### src/rtl/dist_sq_pkg.sv
// Shared definitions for the squared-distance engine.
// Latency: n/a (types and constants only).
// Backpressure: n/a.
package dist_sq_pkg;

  // Default result width; operands are half this width.
  localparam int DIST_SQ_BIT_WIDTH = 16;

  // Controller states: capture, square |dx|, square |dy|, publish.
  typedef enum logic [1:0] {
    IDLE = 2'd0,
    SQ_X = 2'd1,
    SQ_Y = 2'd2,
    DONE = 2'd3
  } state_e;

endpackage

### src/rtl/shift_add_step.sv
// One shift-add multiply step: adds the shifted multiplicand when the multiplier bit is set.
// Latency: combinational, zero cycles.
// Backpressure: none; pure function of its inputs.
module shift_add_step #(
  parameter int W = 16
) (
  input  logic [W-1:0] acc_in,
  input  logic [W-1:0] mcand_in,
  input  logic         bit_in,
  output logic [W-1:0] acc_out
);

  // Conditional add of the current partial product; the only adder in the engine.
  always_comb begin
    acc_out = acc_in + (bit_in ? mcand_in : {W{1'b0}});
  end

endmodule

### src/rtl/dist_sq_seq.sv
// Sequential dx^2+dy^2 using one shared shift-add datapath over signed operand magnitudes.
// Latency: start at edge k -> finish/d_out valid in the cycle after edge k+2H+1.
// Backpressure: none; start is ignored while busy, one result per 2H+2 cycles.
import dist_sq_pkg::*;

module dist_sq_seq #(
  parameter int BIT_WIDTH = DIST_SQ_BIT_WIDTH
) (
  input  logic                   clk,
  input  logic                   reset,
  input  logic                   start,
  input  logic [BIT_WIDTH/2-1:0] dx_in,
  input  logic [BIT_WIDTH/2-1:0] dy_in,
  output logic                   busy,
  output logic [BIT_WIDTH-1:0]   d_out,
  output logic                   finish
);

  localparam int H  = BIT_WIDTH / 2;
  localparam int CW = $clog2(H) + 1;

  state_e               state_q, state_d;
  logic [BIT_WIDTH-1:0] acc_q, acc_d;
  logic [BIT_WIDTH-1:0] mcand_q, mcand_d;
  logic [H-1:0]         mplier_q, mplier_d;
  logic [H-1:0]         mag_y_q, mag_y_d;
  logic [CW-1:0]        cnt_q, cnt_d;
  logic [BIT_WIDTH-1:0] d_out_q, d_out_d;
  logic                 finish_q, finish_d;

  logic [H-1:0]         abs_x, abs_y;
  logic [BIT_WIDTH-1:0] step_acc;
  logic                 last_bit;

  // Two's-complement magnitudes; -2^(H-1) maps to 2^(H-1) as an unsigned H-bit value.
  always_comb begin
    abs_x = dx_in[H-1] ? (~dx_in + {{(H-1){1'b0}}, 1'b1}) : dx_in;
    abs_y = dy_in[H-1] ? (~dy_in + {{(H-1){1'b0}}, 1'b1}) : dy_in;
  end

  // Single adder shared by both squaring phases; the registers are reloaded between them.
  shift_add_step #(.W(BIT_WIDTH)) u_step (
    .acc_in   (acc_q),
    .mcand_in (mcand_q),
    .bit_in   (mplier_q[0]),
    .acc_out  (step_acc)
  );

  // Next-state and datapath control for the capture / square / square / publish sequence.
  always_comb begin
    state_d  = state_q;
    acc_d    = acc_q;
    mcand_d  = mcand_q;
    mplier_d = mplier_q;
    mag_y_d  = mag_y_q;
    cnt_d    = cnt_q;
    d_out_d  = d_out_q;
    finish_d = 1'b0;
    last_bit = (cnt_q == CW'(H - 1));
    case (state_q)
      IDLE: begin
        if (start) begin
          mcand_d  = {{(BIT_WIDTH-H){1'b0}}, abs_x};
          mplier_d = abs_x;
          mag_y_d  = abs_y;
          acc_d    = '0;
          cnt_d    = '0;
          state_d  = SQ_X;
        end
      end
      SQ_X: begin
        acc_d    = step_acc;
        mcand_d  = mcand_q << 1;
        mplier_d = mplier_q >> 1;
        cnt_d    = cnt_q + CW'(1);
        if (last_bit) begin
          // Start the second square on the captured |dy|, accumulating on top of dx^2.
          mcand_d  = {{(BIT_WIDTH-H){1'b0}}, mag_y_q};
          mplier_d = mag_y_q;
          cnt_d    = '0;
          state_d  = SQ_Y;
        end
      end
      SQ_Y: begin
        acc_d    = step_acc;
        mcand_d  = mcand_q << 1;
        mplier_d = mplier_q >> 1;
        cnt_d    = cnt_q + CW'(1);
        if (last_bit) begin
          cnt_d   = '0;
          state_d = DONE;
        end
      end
      DONE: begin
        d_out_d  = acc_q;
        finish_d = 1'b1;
        state_d  = IDLE;
      end
      default: state_d = IDLE;
    endcase
  end

  // State registers with synchronous reset taking priority over start.
  always_ff @(posedge clk) begin
    if (reset) begin
      state_q  <= IDLE;
      acc_q    <= '0;
      mcand_q  <= '0;
      mplier_q <= '0;
      mag_y_q  <= '0;
      cnt_q    <= '0;
      d_out_q  <= '0;
      finish_q <= 1'b0;
    end else begin
      state_q  <= state_d;
      acc_q    <= acc_d;
      mcand_q  <= mcand_d;
      mplier_q <= mplier_d;
      mag_y_q  <= mag_y_d;
      cnt_q    <= cnt_d;
      d_out_q  <= d_out_d;
      finish_q <= finish_d;
    end
  end

  assign busy   = (state_q != IDLE);
  assign d_out  = d_out_q;
  assign finish = finish_q;

endmodule

### config.mk
export PLATFORM = sky130hd
export DESIGN_NAME = dist_sq_seq
export DESIGN_NICKNAME = d
export VERILOG_FILES = /design/src/rtl/dist_sq_pkg.sv /design/src/rtl/shift_add_step.sv /design/src/rtl/dist_sq_seq.sv
export SDC_FILE = /design/constraint.sdc
export NUM_CORES = 1
export LEC_CHECK = 0
export CORE_ASPECT_RATIO = 0.8
export CORE_MARGIN = 1.5
export CORE_UTILIZATION = 50
export CTS_BUF_LIST = sky130_fd_sc_hd__clkbuf_8 sky130_fd_sc_hd__clkbuf_16
export CTS_CLUSTER_DIAMETER = 200
export CTS_CLUSTER_SIZE = 12
export DETAILED_ROUTE_END_ITERATION = 7
export PLACE_DENSITY = 0.75
export SYNTH_ARGS = -nofsm -noshare
export SYNTH_HDL_FRONTEND = slang
export SYNTH_HIERARCHICAL = 1
export SYNTH_SLANG_ARGS = --single-unit
### constraint.sdc
create_clock -name clk -period 2 [get_ports clk]
set_input_delay 0.4 -clock clk [delete_from_list [all_inputs] [get_ports clk]]
set_output_delay 0.4 -clock clk [all_outputs]
set_load 0.05 [all_outputs]
# ---- After elaboration in Yosys (flattened, before gate mapping)
# Index checks and enable logic that the tools add are counted.
# Widths: inputs -> output; s select.
dict set report word_totals {
  output_inout_bits 18
  reg_bits 71
  inputBits 19
  wordCells 49
}
dict set report classes {
  eq_ne 7
  mux 19
  n_addsub 4
  bitwise 2
  n_reduce_logical 9
}
# operator count
set ops {}
lappend ops {{$mux 16} 4}
lappend ops {{$pmux 16 s3} 1}
lappend ops {{$mux 8} 4}
lappend ops {{$pmux 16 s2} 1}
lappend ops {{$pmux 8 s3} 1}
lappend ops {{$add 16x16->16} 1}
lappend ops {{$add 8x1->8 const B} 2}
lappend ops {{$not 8->8} 2}
lappend ops {{$mux 4} 2}
lappend ops {{$pmux 2 s4} 1}
lappend ops {{$pmux 4 s2} 1}
lappend ops {{$mux 2} 3}
lappend ops {{$ne 2x2->1 const B} 3}
lappend ops {{$reduce_and 2->1} 3}
lappend ops {{$add 4x1->4 const B} 1}
lappend ops {{$eq 2x2->1 const B} 2}
lappend ops {{$eq 4x3->1 const B} 1}
lappend ops {{$reduce_bool 2->1} 2}
lappend ops {{$reduce_and 3->1} 1}
lappend ops {{$reduce_bool 3->1} 1}
lappend ops {{$eq 2x1->1 const B} 1}
lappend ops {{$logic_not 2->1} 1}
lappend ops {{$reduce_or 2->1} 1}
lappend ops {{$mux 1} 1}

# ---- Logic depth before layout (Yosys ltp)
# Gate-level depths: netlist of run 1.
dict set report depth {
  word_depth 5
  mapped_depth 10
  ltp_nobuf 10
}

# ---- Cells and area by module
# Netlist of run 1, hierarchy kept.
# mod seq_area_each_um2 n_inst cells_per_inst area_per_inst_um2
set modules_own_cells {}
lappend modules_own_cells {dist_sq_seq 1421.4 1 368 3205.6}
lappend modules_own_cells {shift_add_step 0.0 1 112 833.3}

# ---- Least setup slack after synthesis of run 1
# Ideal clock, no wire load.
dict set report synth_path {
  path_kind {register to register}
  startpoint {register mplier_q[0]}
  endpoint {register acc_q[12]}
  required_ns 1.929
  setup_slack_ns -0.192
  path_stages_with_launch 11
  setup_ns 0.071
  arrival_time_ns 2.122
  period_less_slack_ns 2.192
  n_path_buf 1
  path_cell_list {dfxtp_1 > clkbuf_1 > and2_1 > ha_1 > and3_1 > a221o_1 > nor4_2 > a211oi_2 > xor2_1 > nand3_1 > a21oi_1}
}
dict set report synth_between {
  elab_chain_len 3
}
# element line_no
set synth_rtl {}
lappend synth_rtl {{start: declaration} dist_sq_seq.sv:25} ;# logic [H-1:0] mplier_q, mplier_d;
lappend synth_rtl {{start signal: assignment} dist_sq_seq.sv:118} ;# mplier_q <= mplier_d;
lappend synth_rtl {{$mux 16} shift_add_step.sv:15} ;# acc_out = acc_in + (bit_in ? mcand_in : {W{1'b0}});
lappend synth_rtl {{$add 16x16->16} shift_add_step.sv:15}
lappend synth_rtl {{net step_acc[12]} dist_sq_seq.sv:32} ;# logic [BIT_WIDTH-1:0] step_acc;
lappend synth_rtl {{$pmux 16 s2} dist_sq_seq.sv:60} ;# case (state_q)
lappend synth_rtl {{end signal: assignment} dist_sq_seq.sv:107} ;# acc_q <= '0;
lappend synth_rtl {{end signal: assignment} dist_sq_seq.sv:116} ;# acc_q <= acc_d;
lappend synth_rtl {{end: declaration} dist_sq_seq.sv:23} ;# logic [BIT_WIDTH-1:0] acc_q, acc_d;
# The timed path passes the listed nets, and every way through them passes these cells.
# A chain may end at the register's enable or synchronous reset.

# ---- Worst setup path in the final report of run 1
dict set report layout_path {
  startpoint {register mplier_q[0]}
  endpoint {register acc_q[9]}
}
# Same word-level chain as after synthesis.

==> results of run 1 <==
## worst max-delay path, stage by stage (launching register included)
cell                       delay, ns
sky130_fd_sc_hd__dfxtp_4        0.38
sky130_fd_sc_hd__buf_6          0.14
sky130_fd_sc_hd__and2_1         0.17
sky130_fd_sc_hd__ha_4           0.28
sky130_fd_sc_hd__o211ai_1       0.11
sky130_fd_sc_hd__o21ai_2        0.21
sky130_fd_sc_hd__a31oi_4        0.16
sky130_fd_sc_hd__o21ai_2        0.16
sky130_fd_sc_hd__xor2_1         0.20
sky130_fd_sc_hd__nand3_1        0.13
sky130_fd_sc_hd__a21oi_1        0.18
## area by class of cell
class                   count  area [sq um]  area share [%]
clock buffers              12         165.2           3.038
clock inverters             4         51.30          0.9436
inverters                  15         56.30           1.036
multi-input cells         367          2723           50.08
flip-flops and latches     71          1425           26.21
well taps                 108         135.1           2.486
repair buffers            102         880.8           16.20
## final timing paths
check	from	end	slack [ns]	cells past startpoint
worst max-delay path	mplier_q[0]	acc_q[9]	-0.19	10
worst min-delay path	mplier_q[4]	mplier_q[3]	0.47	2
worst max register to register	mplier_q[0]	acc_q[9]	-0.19	10
worst min register to register	mplier_q[4]	mplier_q[3]	0.47	2
## cell usage in the layout (no fill, tap or decap), drive strengths merged, types with 7 or more instances in the layout
| cell | count |
|---|---|
| a211oi | 13 |
| a21o | 8 |
| a21oi | 43 |
| and2 | 18 |
| buf | 68 |
| clkbuf | 12 |
| clkdlybuf4s50 | 34 |
| dfxtp | 71 |
| ha | 23 |
| inv | 15 |
| mux2i | 20 |
| nand2 | 49 |
| nand3 | 23 |
| nor2 | 43 |
| o21ai | 25 |
| o22ai | 7 |
| xnor2 | 8 |
| xor2 | 12 |
## power groups by stage
stage | Clock [uW] | Combinational [uW] | Sequential, uW
detailed placement | 0 | 2190 | 1840
global placement | 0 | 2140 | 1820
CTS | 1250 | 2250 | 1800
floorplan | 0 | 1420 | 1790
finish | 1230 | 2380 | 1810
global route | 1310 | 2580 | 1850
## registers in the layout, indices dropped and copies added, names as in the netlist
register  cells
acc_q        16
d_out        16
mcand_q      16
mag_y_q       8
mplier_q      8
cnt_q         4
state_q       2
finish        1
## metrics by stage
stage	hold WS, ns	worst slack, ns	area (sq um)
final	0.4741	-0.1856	5436
after global routing	0.5142	-0.2611	5436
after CTS	0.4815	-0.1128	5300
after detailed placement	0.4594	-0.1327	4921
after global placement	0.4576	-0.09079	4921
after floorplan	0.4369	-0.007834	4110
## cell families after synthesis
family / synth area share [%]
mux: 5.328
simple gates: 21.75
fa+ha+maj: 7.621
xor+xnor: 4.337
flops: 35.19
buf+inv: 4.368
compound gates: 21.41
## layer usage
metal,routed length (um),up-vias
met5,0,-
met4,133,0
met3,655,16
met2,5002,135
met1,5068,1831
li1,-,1902
## what timing repair did
| item | in CTS | in global routing |
|---|---|---|
| gates cloned | 0 | 0 |
| resized for setup | 22 | 22 |
| setup endpoints to repair | 11 | 19 |
| setup buffers | 7 | 2 |
| pin swaps | 18 | 15 |
==> metrics, run 1 <==
global routing usage on met3 4.798%; proportion of synthesized flip-flops having asynchronous set or reset 0%; number of port buffers 36; die span in y ~83 um; path type of the worst min-delay path reg2reg; maximum vdd ir drop about 530 uV; CTS tree done; max capacitance violation total 0; die area approximately 0.0086 sq mm; CP arrival around 2.5 ns; setup repair after global routing missed its margin yes; worst-margin pin slew around 0.51 ns; overall routing resource usage between 20% and 30%; synthesized area ~0.004 sq mm; cell with the most instances after synthesis sky130_fd_sc_hd__dfxtp_1; Post-DP HPWL between 7000 and 8000 um; Root Driver sky130_fd_sc_hd__clkbuf_8; critical path peak fanout 8; width of the die roughly 100 um; Routed WL ~11000 um; critical path type reg2reg; setup slack after layout -0.1856 ns; static power due to leakage about 0.0021 uW; number of hold-repair buffers added at the cts stage 0; violated checks setup timing; initial drt markers between 200 and 250; run status finished, violations left; area of the core just under 0.008 sq mm; count of flip-flops with a built-in enable after synthesis 0; insertion delay to the later sink of the worst-skew pair 0.35 ns; global-route wire length before repair 17730 um; met2 usage about 40%; post-detailed-route wirelength per cell between 15 and 20 um; average vias per placed instance about 5.7; total number of H-tree levels 3; share of Yosys cell area claimed by the top area cell type between 30% and 40%; most common flop cell mapped by yosys sky130_fd_sc_hd__dfxtp_1; number of unique standard cell types used by synthesis 65; endpoint class of the critical path flop; DRC viols 0; tightest slew margin relative to the limit between 60% and 70%; cell-internal power about 3300 uW; number of filler cells placed in the layout slightly above 600; worst-case clock skew 0.007696 ns; initial standard-cell utilization of the core roughly half; Power per Cell Area approximately 1000 mW/mm^2; Avg Synthesized Cell Area between 8 and 9 sq um; Area Overhead vs Synth 34.60%; switching power as a share of total power slightly below 40%; portion of the post-synthesis area used by sequential elements a little over a third; number of warnings reported in the yosys synthesis log 6; net switching power figure about 2100 uW; cell taking the most area after synthesis sky130_fd_sc_hd__dfxtp_1; Cells after Synth 480; kind of start point of the critical path flop; buffer depth of the longest clock path 2; fin util 69.05%; FMAX ~0.46 GHz; largest net degree at the start of global routing 39; critical path data required time 2.28 ns; sequential power share around a third; vias in the first global route between 3k and 4k; number of endpoints with negative hold slack in the final report 0; global route hottest layer met2; number of buffers added by the clock tree synthesis step 9; final sum of negative setup slack -1.186 ns; combinational cell fraction of total power between 40% and 50%; count of state elements after synthesis between 70 and 80; Std-Cell Rows 29; Period Utilization, post-route 109.3%; net count after synthesis 523; routability congestion estimate 0.9613; initial antenna violation count 0; final worst path period need 2.186 ns; vias after detailed routing between 3k and 4k; placed cell count approximately 650; clock sinks 71; Initial DRT Pass Iterations 4; antenna diode count 0; layout cells sized above 1 between 20% and 30%; power share of the clock group between 20% and 30%; PnR Total Power ~5400 uW; final instance count without filler cells 679; most frequent cells after synthesis sky130_fd_sc_hd__dfxtp_1 (71), sky130_fd_sc_hd__nand2_1 (49), sky130_fd_sc_hd__nor2_1 (43); clock-pin slew of the registers on the worst-case setup and hold paths around 0.080 ns; final layout net count 609; remaining global-route overflow 0; met1 Usage GRT a little over a third; number of I/O pins 37; Final Setup Violations 10; Final Slew Violations 0; biggest area contributors in the synthesized netlist sky130_fd_sc_hd__dfxtp_1 (35%), sky130_fd_sc_hd__ha_1 (7.1%), sky130_fd_sc_hd__a21oi_1 (5.2%), sky130_fd_sc_hd__mux2i_1 (5.0%), sky130_fd_sc_hd__nand2_1 (4.6%); post-detailed-route count of antenna-violating nets 0
Power figures use the tool's default switching activity.
==> inputs of run 2 (changes only) <==
--- a/config.mk
+++ b/config.mk
@@ -5,15 +5,17 @@
 export SDC_FILE = /design/constraint.sdc
 export NUM_CORES = 1
 export LEC_CHECK = 0
+export ABC_AREA = 1
 export CORE_ASPECT_RATIO = 0.8
 export CORE_MARGIN = 1.5
 export CORE_UTILIZATION = 50
 export CTS_BUF_LIST = sky130_fd_sc_hd__clkbuf_8 sky130_fd_sc_hd__clkbuf_16
 export CTS_CLUSTER_DIAMETER = 200
-export CTS_CLUSTER_SIZE = 12
+export CTS_CLUSTER_SIZE = 25
 export DETAILED_ROUTE_END_ITERATION = 7
-export PLACE_DENSITY = 0.75
+export PLACE_DENSITY = 0.74
 export SYNTH_ARGS = -nofsm -noshare
 export SYNTH_HDL_FRONTEND = slang
 export SYNTH_HIERARCHICAL = 1
 export SYNTH_SLANG_ARGS = --single-unit
+export TNS_END_PERCENT = 30
==> run 2 against run 1 <==
Compared with the run above:
- the run now ends clean
- global-route usage down 0.50 points
- cell count up 26%
- critical path depth down 9
- combinational power shrank 8.8%
- count of clock-buffer cells in the layout fell by 2
- largest cell class unchanged
==> metrics, run 2 <==
synthesized area 0.004405 sq mm; cell taking the most area after synthesis sky130_fd_sc_hd__dfxtp_1; maximum vdd ir drop around 950 uV; max capacitance violation total 0; Post-DP HPWL between 8000 and 9000 um; most frequent standard cell in the layout excluding fill and tap cells sky130_fd_sc_hd__nand2_1; layout cells sized above 1 a little under a tenth; count of flip-flops with a built-in enable after synthesis 0; vias in the first global route 3976; tightest slew margin relative to the limit 65.79%; Area Overhead vs Synth 18.26%; run status completed; number of endpoints with negative hold slack in the final report 0; initial drt markers roughly 310; average vias per placed instance 5.178; total number of H-tree levels 3; number of filler cells placed in the layout between 700 and 800; Multi-input gate area approximately 0.0026 sq mm; share of Yosys cell area claimed by the top area cell type between 30% and 40%; biggest area contributors in the synthesized netlist sky130_fd_sc_hd__dfxtp_1 (32%), sky130_fd_sc_hd__nand2_1 (21%), sky130_fd_sc_hd__inv_1 (6.9%), sky130_fd_sc_hd__a21oi_1 (6.8%), sky130_fd_sc_hd__ha_1 (6.5%); critical path type reg2out; vias after detailed routing around 4.4k; cell with the biggest individual delay on the critical path sky130_fd_sc_hd__clkdlybuf4s50_1; Final Setup Violations 0; endpoint class of the critical path output port; Routed WL around 11000 um; kind of start point of the critical path flop; Avg Synthesized Cell Area 6.303 sq um; Cells after Synth around 700; Critical path buffers and inverters 1; most used cells in the layout excluding fill and tap cells sky130_fd_sc_hd__nand2_1 (239), sky130_fd_sc_hd__inv_1 (81), sky130_fd_sc_hd__nor2_1 (75), sky130_fd_sc_hd__dfxtp_1 (70), sky130_fd_sc_hd__a21oi_1 (56); most frequent cells after synthesis sky130_fd_sc_hd__nand2_1 (245), sky130_fd_sc_hd__inv_1 (81), sky130_fd_sc_hd__nor2_1 (75); cell with the most instances after synthesis sky130_fd_sc_hd__nand2_1; Crit path depth 1; antenna diode count 0; initial antenna violation count 0; post-detailed-route wirelength per cell 13.01 um; number of buffers added by the clock tree synthesis step 9; clock-pin slew of the registers on the worst-case setup and hold paths around 0.07 ns; family with the most delay on the worst path buffers and inverters; peak per-stage delay on the critical path between 0.8 and 0.9 ns; series of cell instances along the critical path clkdlybuf4s50_1; setup repair after global routing missed its margin yes; Root Driver sky130_fd_sc_hd__clkbuf_8; reg-to-reg endpoint acc_q[14]; worst-case clock skew 0.009484 ns; largest net degree at the start of global routing 43; width of the die between 100 and 150 um; overall routing resource usage between 20% and 30%; reg-to-reg startpoint mplier_q[0]; number of I/O pins 37; CTS tree done; fin util roughly three fifths; path type of the worst min-delay path reg2reg; CP arrival around 1.5 ns; number of hold-repair buffers added at the cts stage 0; routability congestion estimate 0.8992; remaining global-route overflow 0; area of the core roughly 0.0085 sq mm; count of state elements after synthesis around 70; net count after synthesis 742; buffer depth of the longest clock path 2; die span in y 86.96 um; capturing instance or port of the critical path d_out[0]; worst-margin pin slew ~0.51 ns; critical path data required time 1.60 ns; final layout net count just under 800; Worst Setup SP d_out[0]; die area 0.009386 sq mm; number of warnings reported in the yosys synthesis log 6; Register-to-Register Setup Slack approximately 0.15 ns; proportion of synthesized flip-flops having asynchronous set or reset 0%; FMAX around 0.53 GHz; number of port buffers 36; post-detailed-route count of antenna-violating nets 0; DRC viols 0; static power due to leakage ~0.0026 uW; Final Slew Violations 0; area of all sequential standard cells between 0.001 and 0.0015 sq mm; initial standard-cell utilization of the core 51.70%; most common flop cell mapped by yosys sky130_fd_sc_hd__dfxtp_1; insertion delay to the later sink of the worst-skew pair between 0.3 and 0.4 ns; length in cells of the worst reg-to-reg path 13; critical path peak fanout 2; final sum of negative setup slack 0 ns; number of unique standard cell types used by synthesis 37; Std-Cell Rows 30; Initial DRT Pass Iterations 5; final worst path period need 1.896 ns; clock sinks slightly above 70; global-route wire length before repair between 15000 and 20000 um; Period Utilization, post-route between 90 and 100%; Power per Cell Area ~1000 mW/mm^2; portion of the post-synthesis area used by sequential elements around a third
## run 2: power by group
| group | internal (uW) | total (uW) | switching (uW) | leakage (uW) |
|---|---|---|---|---|
| combinational | 742 | 2170 | 1430 | 0.00191 |
| clock | 613 | 1200 | 589 | 0.0000947 |
| sequential | 1690 | 1890 | 207 | 0.000579 |
| total | 3040 | 5270 | 2230 | 0.00259 |
## run 2: metrics by stage
step	std cells	hold WS (ns)	setup slack (ns)	instance area, sq um	total power (uW)
after floorplan	699	0.4445	0.1704	4405	3410
after global routing	853	0.4879	-0.02706	5210	5617
after detailed placement	836	0.4587	0.03335	4911	4063
after CTS	852	0.4689	0.01792	5119	5275
final	853	0.4698	0.1036	5210	5272
after global placement	836	0.4550	0.08786	4911	4017
## run 2: metal layers
layer  GRT usage (%)  up-vias  routed length [um]
met5               0        -                   0
met4           6.579        0                 148
met3           6.358       18                 664
met2           38.15      138                4758
met1           36.06     1988                5524
li1                -     2273                   -
## run 2: cell type report
class	instances	share of cell area, %
timing repair buffer	52	9.654
tap	112	2.690
sequential	71	27.35
multi-input combinational	515	50.00
clock buffer	10	2.642
clock inverter	6	1.345
inverter	87	6.316
## run 2: cell families (layout without fill, tap and decap cells)
kind of cell / after synthesis / in the layout / share of synthesized area (%)
simple gates: 373 / 373 / 35.36
buf+inv: 113 / 155 / 10.42
compound gates: 107 / 107 / 12.75
flops: 71 / 71 / 32.26
fa+ha+maj: 24 / 24 / 6.987
xor+xnor: 10 / 10 / 1.988
mux: 1 / 1 / 0.2272
## run 2: worst min path at each step
stage                startpoint           to  cells past startpoint  slack [ns]
finish              mcand_q[15]  mcand_q[15]                      2        0.47
global route         mcand_q[9]  mcand_q[10]                      2        0.49
CTS                 mcand_q[15]  mcand_q[15]                      2        0.47
detailed placement  mcand_q[15]  mcand_q[15]                      2        0.46
global placement    mcand_q[15]  mcand_q[15]                      2        0.45
floorplan           mcand_q[15]  mcand_q[15]                      2        0.44
## run 2: what timing repair did
item | in CTS | in global routing
gates resized for setup | 0 | 20
endpoints found under the setup margin | 0 | 9
setup buffers | 0 | 1
==> inputs of run 3 (changes only) <==
--- a/config.mk
+++ b/config.mk
@@ -8,12 +8,12 @@
 export ABC_AREA = 1
 export CORE_ASPECT_RATIO = 0.8
 export CORE_MARGIN = 1.5
-export CORE_UTILIZATION = 50
+export CORE_UTILIZATION = 57
 export CTS_BUF_LIST = sky130_fd_sc_hd__clkbuf_8 sky130_fd_sc_hd__clkbuf_16
 export CTS_CLUSTER_DIAMETER = 200
 export CTS_CLUSTER_SIZE = 25
 export DETAILED_ROUTE_END_ITERATION = 7
-export PLACE_DENSITY = 0.74
+export PLACE_DENSITY = 0.8
 export SYNTH_ARGS = -nofsm -noshare
 export SYNTH_HDL_FRONTEND = slang
 export SYNTH_HIERARCHICAL = 1
==> constraint.sdc (replaced) <==
create_clock -name clk -period 1.75 [get_ports clk]
set_input_delay 0.35 -clock clk [delete_from_list [all_inputs] [get_ports clk]]
set_output_delay 0.35 -clock clk [all_outputs]
set_load 0.05 [all_outputs]
==> run 3 against run 2 <==
Compared with the run above:
- the run now ends with setup timing left
- power up 19%
- sequential share of layout area fell by 2.6 points
- combinational power up 34%
- first-iteration DRC count rose by 56%
- core utilization grew 16 points
- critical endpoint is now acc_q[13]
- largest cell class unchanged
- highest routed layer unchanged
==> metrics, run 3 (synthesized netlist as in run 2, its figures left out) <==
net switching power figure approximately 2800 uW; clock sinks 71; number of buffers added by the clock tree synthesis step 9; static power due to leakage 0.002927 uW; routability congestion estimate between 0.9 and 1; area of the core ~0.0074 sq mm; DRC viols 0; placed cell count ~860; path type of the worst min-delay path reg2reg; initial standard-cell utilization of the core about three fifths; post-detailed-route wirelength per cell between 15 and 20 um; final worst path period need ~1.9 ns; clock-pin slew of the registers on the worst-case setup and hold paths 0.09 ns; Final Slew Violations 0; Initial DRT Pass Iterations 5; number of endpoints with negative hold slack in the final report 0; endpoint class of the critical path flop; violated checks setup timing; insertion delay to the later sink of the worst-skew pair roughly 0.37 ns; critical path peak fanout 6; vias in the first global route 4220; critical path data required time roughly 2 ns; final instance count without filler cells ~880; FMAX 0.5341 GHz; CTS tree done; overall routing resource usage a little over 30%; critical path type reg2reg; buffer depth of the longest clock path 2; setup slack after layout -0.1224 ns; number of I/O pins 37; initial antenna violation count 0; remaining global-route overflow 0; initial drt markers approximately 490; switching power as a share of total power between 40% and 50%; Root Driver sky130_fd_sc_hd__clkbuf_8; post-detailed-route count of antenna-violating nets 0; antenna diode count 0; max capacitance violation total 0; power share of the clock group 19.1%; most used cells in the layout excluding fill and tap cells sky130_fd_sc_hd__nand2_1 (205), sky130_fd_sc_hd__nor2_1 (73), sky130_fd_sc_hd__dfxtp_1 (69), sky130_fd_sc_hd__inv_1 (63), sky130_fd_sc_hd__buf_4 (60); setup repair after global routing missed its margin yes; worst-margin pin slew approximately 0.74 ns; final layout net count between 800 and 900; run status finished, violations left; cell-internal power around 3500 uW; combinational cell fraction of total power between 40% and 50%; number of port buffers 36; Final Hold Slack between 0.4 and 0.5 ns; Routed WL between 10000 and 15000 um; tightest slew margin relative to the limit approximately 50%; sequential power share 34.7%; vias after detailed routing slightly below 5k; total number of H-tree levels 3; width of the die 101.3 um; Final Setup Violations 10; Power per Cell Area about 1100 mW/mm^2; Period Utilization, post-route 107.0%; die area about 0.0083 sq mm; most frequent standard cell in the layout excluding fill and tap cells sky130_fd_sc_hd__nand2_1; kind of start point of the critical path flop; global-route wire length before repair 20100 um; number of hold-repair buffers added at the cts stage 0; maximum vdd ir drop around 870 uV; worst-case clock skew 0.01930 ns; Std-Cell Rows 28; Area Overhead vs Synth 30.73%; CP arrival around 2.2 ns; average vias per placed instance approximately 5.5; largest net degree at the start of global routing 43; Post-DP HPWL 8573 um; layout cells sized above 1 around a quarter; die span in y a little over 80 um
run 3: cell count changes in the layout (fill, tap and decap cells not counted), sizes merged:
cell / previous run / this run
clkinv: 2 / 4
clkdlybuf4s50: 35 / 18
clkinvlp: 3 / 2
clkbuf: 10 / 9
buf: 17 / 67
inv: 87 / 88
bufinv: 1 / 0
run 3: repair_timing:
item,CTS,global route
endpoints found under the setup margin,10,33
gates resized for setup,33,81
setup buffers,1,5
cloned,1,0
pin swaps,5,38
run 3: metal layers:
layer,routed length [um],GRT usage [%],share of wire (%)
met1,5897,44.92,44
met2,5990,48.72,45
met3,1269,4.596,9.5
met4,256,8.056,1.9
met5,0,0,0
run 3: power by group through the flow:
stage               combinational, uW  sequential, uW  clock [uW]
global route                     3160            2210        1270
CTS                              2730            2150        1200
detailed placement               2670            2170           0
floorplan                        1540            2370           0
global placement                 2610            2160           0
finish                           2910            2190        1200
run 3: cell type report:
| class | instances | area [sq um] |
|---|---|---|
| Sequential cell | 71 | 1426 |
| Fill cell | 525 | 1668 |
| Clock inverter | 7 | 47.55 |
| Tap cell | 105 | 131.4 |
| Inverter | 87 | 339.1 |
| Timing Repair Buffer | 85 | 735.7 |
| Multi-Input combinational cell | 515 | 2955 |
| Clock buffer | 9 | 123.9 |
run 3: critical path, stage by stage, from the launching register on:
cell,delay (ns)
sky130_fd_sc_hd__dfxtp_4,0.39
sky130_fd_sc_hd__buf_6,0.15
sky130_fd_sc_hd__nand2_2,0.06
sky130_fd_sc_hd__inv_2,0.10
sky130_fd_sc_hd__ha_4,0.24
sky130_fd_sc_hd__nand2_2,0.06
sky130_fd_sc_hd__nand2_2,0.07
sky130_fd_sc_hd__nand2_1,0.06
sky130_fd_sc_hd__nand2_1,0.10
sky130_fd_sc_hd__a21oi_2,0.19
sky130_fd_sc_hd__nand3_1,0.10
sky130_fd_sc_hd__nand2_1,0.09
sky130_fd_sc_hd__nand2_1,0.06
sky130_fd_sc_hd__a21oi_1,0.12
run 3: per-stage QoR:
step / total power [uW] / util [%] / setup slack [ns] / area, sq um / setup TNS (ns)
floorplan: 3912 / - / -0.01021 / 4457 / -0.03496
global placement: 4769 / 68.99 / -0.05984 / 5124 / -0.4846
detailed placement: 4833 / 68.99 / -0.09575 / 5124 / -1.653
CTS: 6078 / 73.37 / -0.02136 / 5449 / -0.09699
global route: 6643 / 77.54 / -0.2141 / 5759 / -1.463
finish: 6298 / 77.54 / -0.1224 / 5759 / -0.6243
run 3: path summary, 6_finish.rpt:
check	startpoint	endpoint	slack [ns]	cells past startpoint
worst min register to register	mcand_q[15]	mcand_q[15]	0.49	2
worst max-delay path	mplier_q[0]	acc_q[13]	-0.12	13
worst max register to register	mplier_q[0]	acc_q[13]	-0.12	13
worst min-delay path	mcand_q[15]	mcand_q[15]	0.49	2
==> RTL change, RTL diff (settings of run 1) <==
Add an input register stage for `start`, `dx_in` and `dy_in`, without a reset; this delays them by one clock. Comments in the files are not updated.
--- a/src/rtl/dist_sq_seq.sv
+++ b/src/rtl/dist_sq_seq.sv
@@ -19,6 +19,16 @@
   localparam int H  = BIT_WIDTH / 2;
   localparam int CW = $clog2(H) + 1;
 
+  logic start_q;
+  logic [BIT_WIDTH/2-1:0] dx_q;
+  logic [BIT_WIDTH/2-1:0] dy_q;
+
+  always_ff @(posedge clk) begin
+    start_q <= start;
+    dx_q    <= dx_in;
+    dy_q    <= dy_in;
+  end
+
   state_e               state_q, state_d;
   logic [BIT_WIDTH-1:0] acc_q, acc_d;
   logic [BIT_WIDTH-1:0] mcand_q, mcand_d;
@@ -34,8 +44,8 @@
 
   // Two's-complement magnitudes; -2^(H-1) maps to 2^(H-1) as an unsigned H-bit value.
   always_comb begin
-    abs_x = dx_in[H-1] ? (~dx_in + {{(H-1){1'b0}}, 1'b1}) : dx_in;
-    abs_y = dy_in[H-1] ? (~dy_in + {{(H-1){1'b0}}, 1'b1}) : dy_in;
+    abs_x = dx_q[H-1] ? (~dx_q + {{(H-1){1'b0}}, 1'b1}) : dx_q;
+    abs_y = dy_q[H-1] ? (~dy_q + {{(H-1){1'b0}}, 1'b1}) : dy_q;
   end
 
   // Single adder shared by both squaring phases; the registers are reloaded between them.
@@ -59,7 +69,7 @@
     last_bit = (cnt_q == CW'(H - 1));
     case (state_q)
       IDLE: begin
-        if (start) begin
+        if (start_q) begin
           mcand_d  = {{(BIT_WIDTH-H){1'b0}}, abs_x};
           mplier_d = abs_x;
           mag_y_d  = abs_y;
Formal check against the unedited RTL: not equivalent (Yosys sat finds a counterexample within 4 cycles, from zero or initial values and one cycle with reset high).
==> RTL change against run 1 <==
Critical path depth up 2. Synthesized area is 10% higher. Design area is 9.9% higher. Global-route usage is 0.15 points higher. Largest power group unchanged. The run still ends with negative setup slack left. Setup slack got worse by 0.053 ns. Wire length is 3.9% higher. Sequential cell count is 17 higher. Total power increased by 13%.
==> RTL change: results (changes against run 1) <==
- Status: complete, but fails checks
- Failing checks: negative setup slack
- Maximum vdd drop: 1.18 mV (+120%)
- Layout clock area frac: 3.31% (-0.67 points)
- WL final: 11.3 mm (+3.9%)
- Fraction of layout cells with a size suffix above 1: 27.5% (+3.0 points)
- Post-Route Skew: 0.0103 ns (+0.00265 ns)
- CP max stage cell: a221o_1
- Nets: 653 (+7.2%)
- Layout clock buffers: 10 (-2)
- Setup TNS: -1.98 ns (-0.793 ns)
- Top cells by count, synth: 88 x dfxtp_1, 65 x nor2_1, 53 x nand2_1, 50 x a21oi_1, 24 x nor3_1
- Routed wl met3: 519 µm (-21%)
- Placer Congestion: 0.912 (-5.2%)
- Synthesized net count: 560 (+7.1%)
- Worst slew margin: 63.4% (-2.6 points)
- Tot GR Track Use: 26.0% (+0.15 points)
- Fillers: 659 (+8.9%)
- Setup violations, final: 11 (+1)
- Post-synthesis xor/xnor area fraction: 3.94% (-0.39 points)
- Metal2 WL: 5.20 mm (+4.0%)
- First-pass GRT wire length: 19.0 mm (+7.2%)
- Mux contribution to synthesized area: 4.28% (-1.0 points)
- GRT met1 Usage: 34.0% (-2.1 points)
- M3 GR Usage: 7.33% (+2.5 points)
- Cell count of the worst reg-to-reg path: 12 (+2)
- Final WS setup: -0.239 ns (-0.0531 ns)
- Initial DRC Count: 151 (-36%)
- Worst hold stages: 1 (-1)
RTL change: cell types whose count changed after synthesis, sizes merged, moves of 9 or more:
cell / change
buf: -9
clkbuf: +11
dfxtp: +17
nand3: -10
nor2: +23
nor3: +20
o21ai: -12
RTL change: worst reg2reg max path, cell delays in order (launching register included):
cell	delay (ns)
dfxtp_4	0.38
buf_6	0.13
and2_4	0.14
ha_4	0.21
a21o_1	0.17
a221o_1	0.40
nor4_4	0.19
a211oi_2	0.08
xor2_1	0.14
nand2_1	0.08
nor3_2	0.04
a21oi_1	0.12
nor2_1	0.05
RTL change: stage by stage:
stage                     setup slack [ns]  util, %  hold slack (ns)  power (mW)
final                               -0.239     69.8            0.464        6.12
after global routing                -0.395     69.8            0.449        6.47
after CTS                           -0.236     68.9            0.456        6.04
after detailed placement            -0.284     63.0            0.459        4.58
after global placement              -0.206     63.0            0.441        4.50
after floorplan                     -0.122        -            0.428        3.65
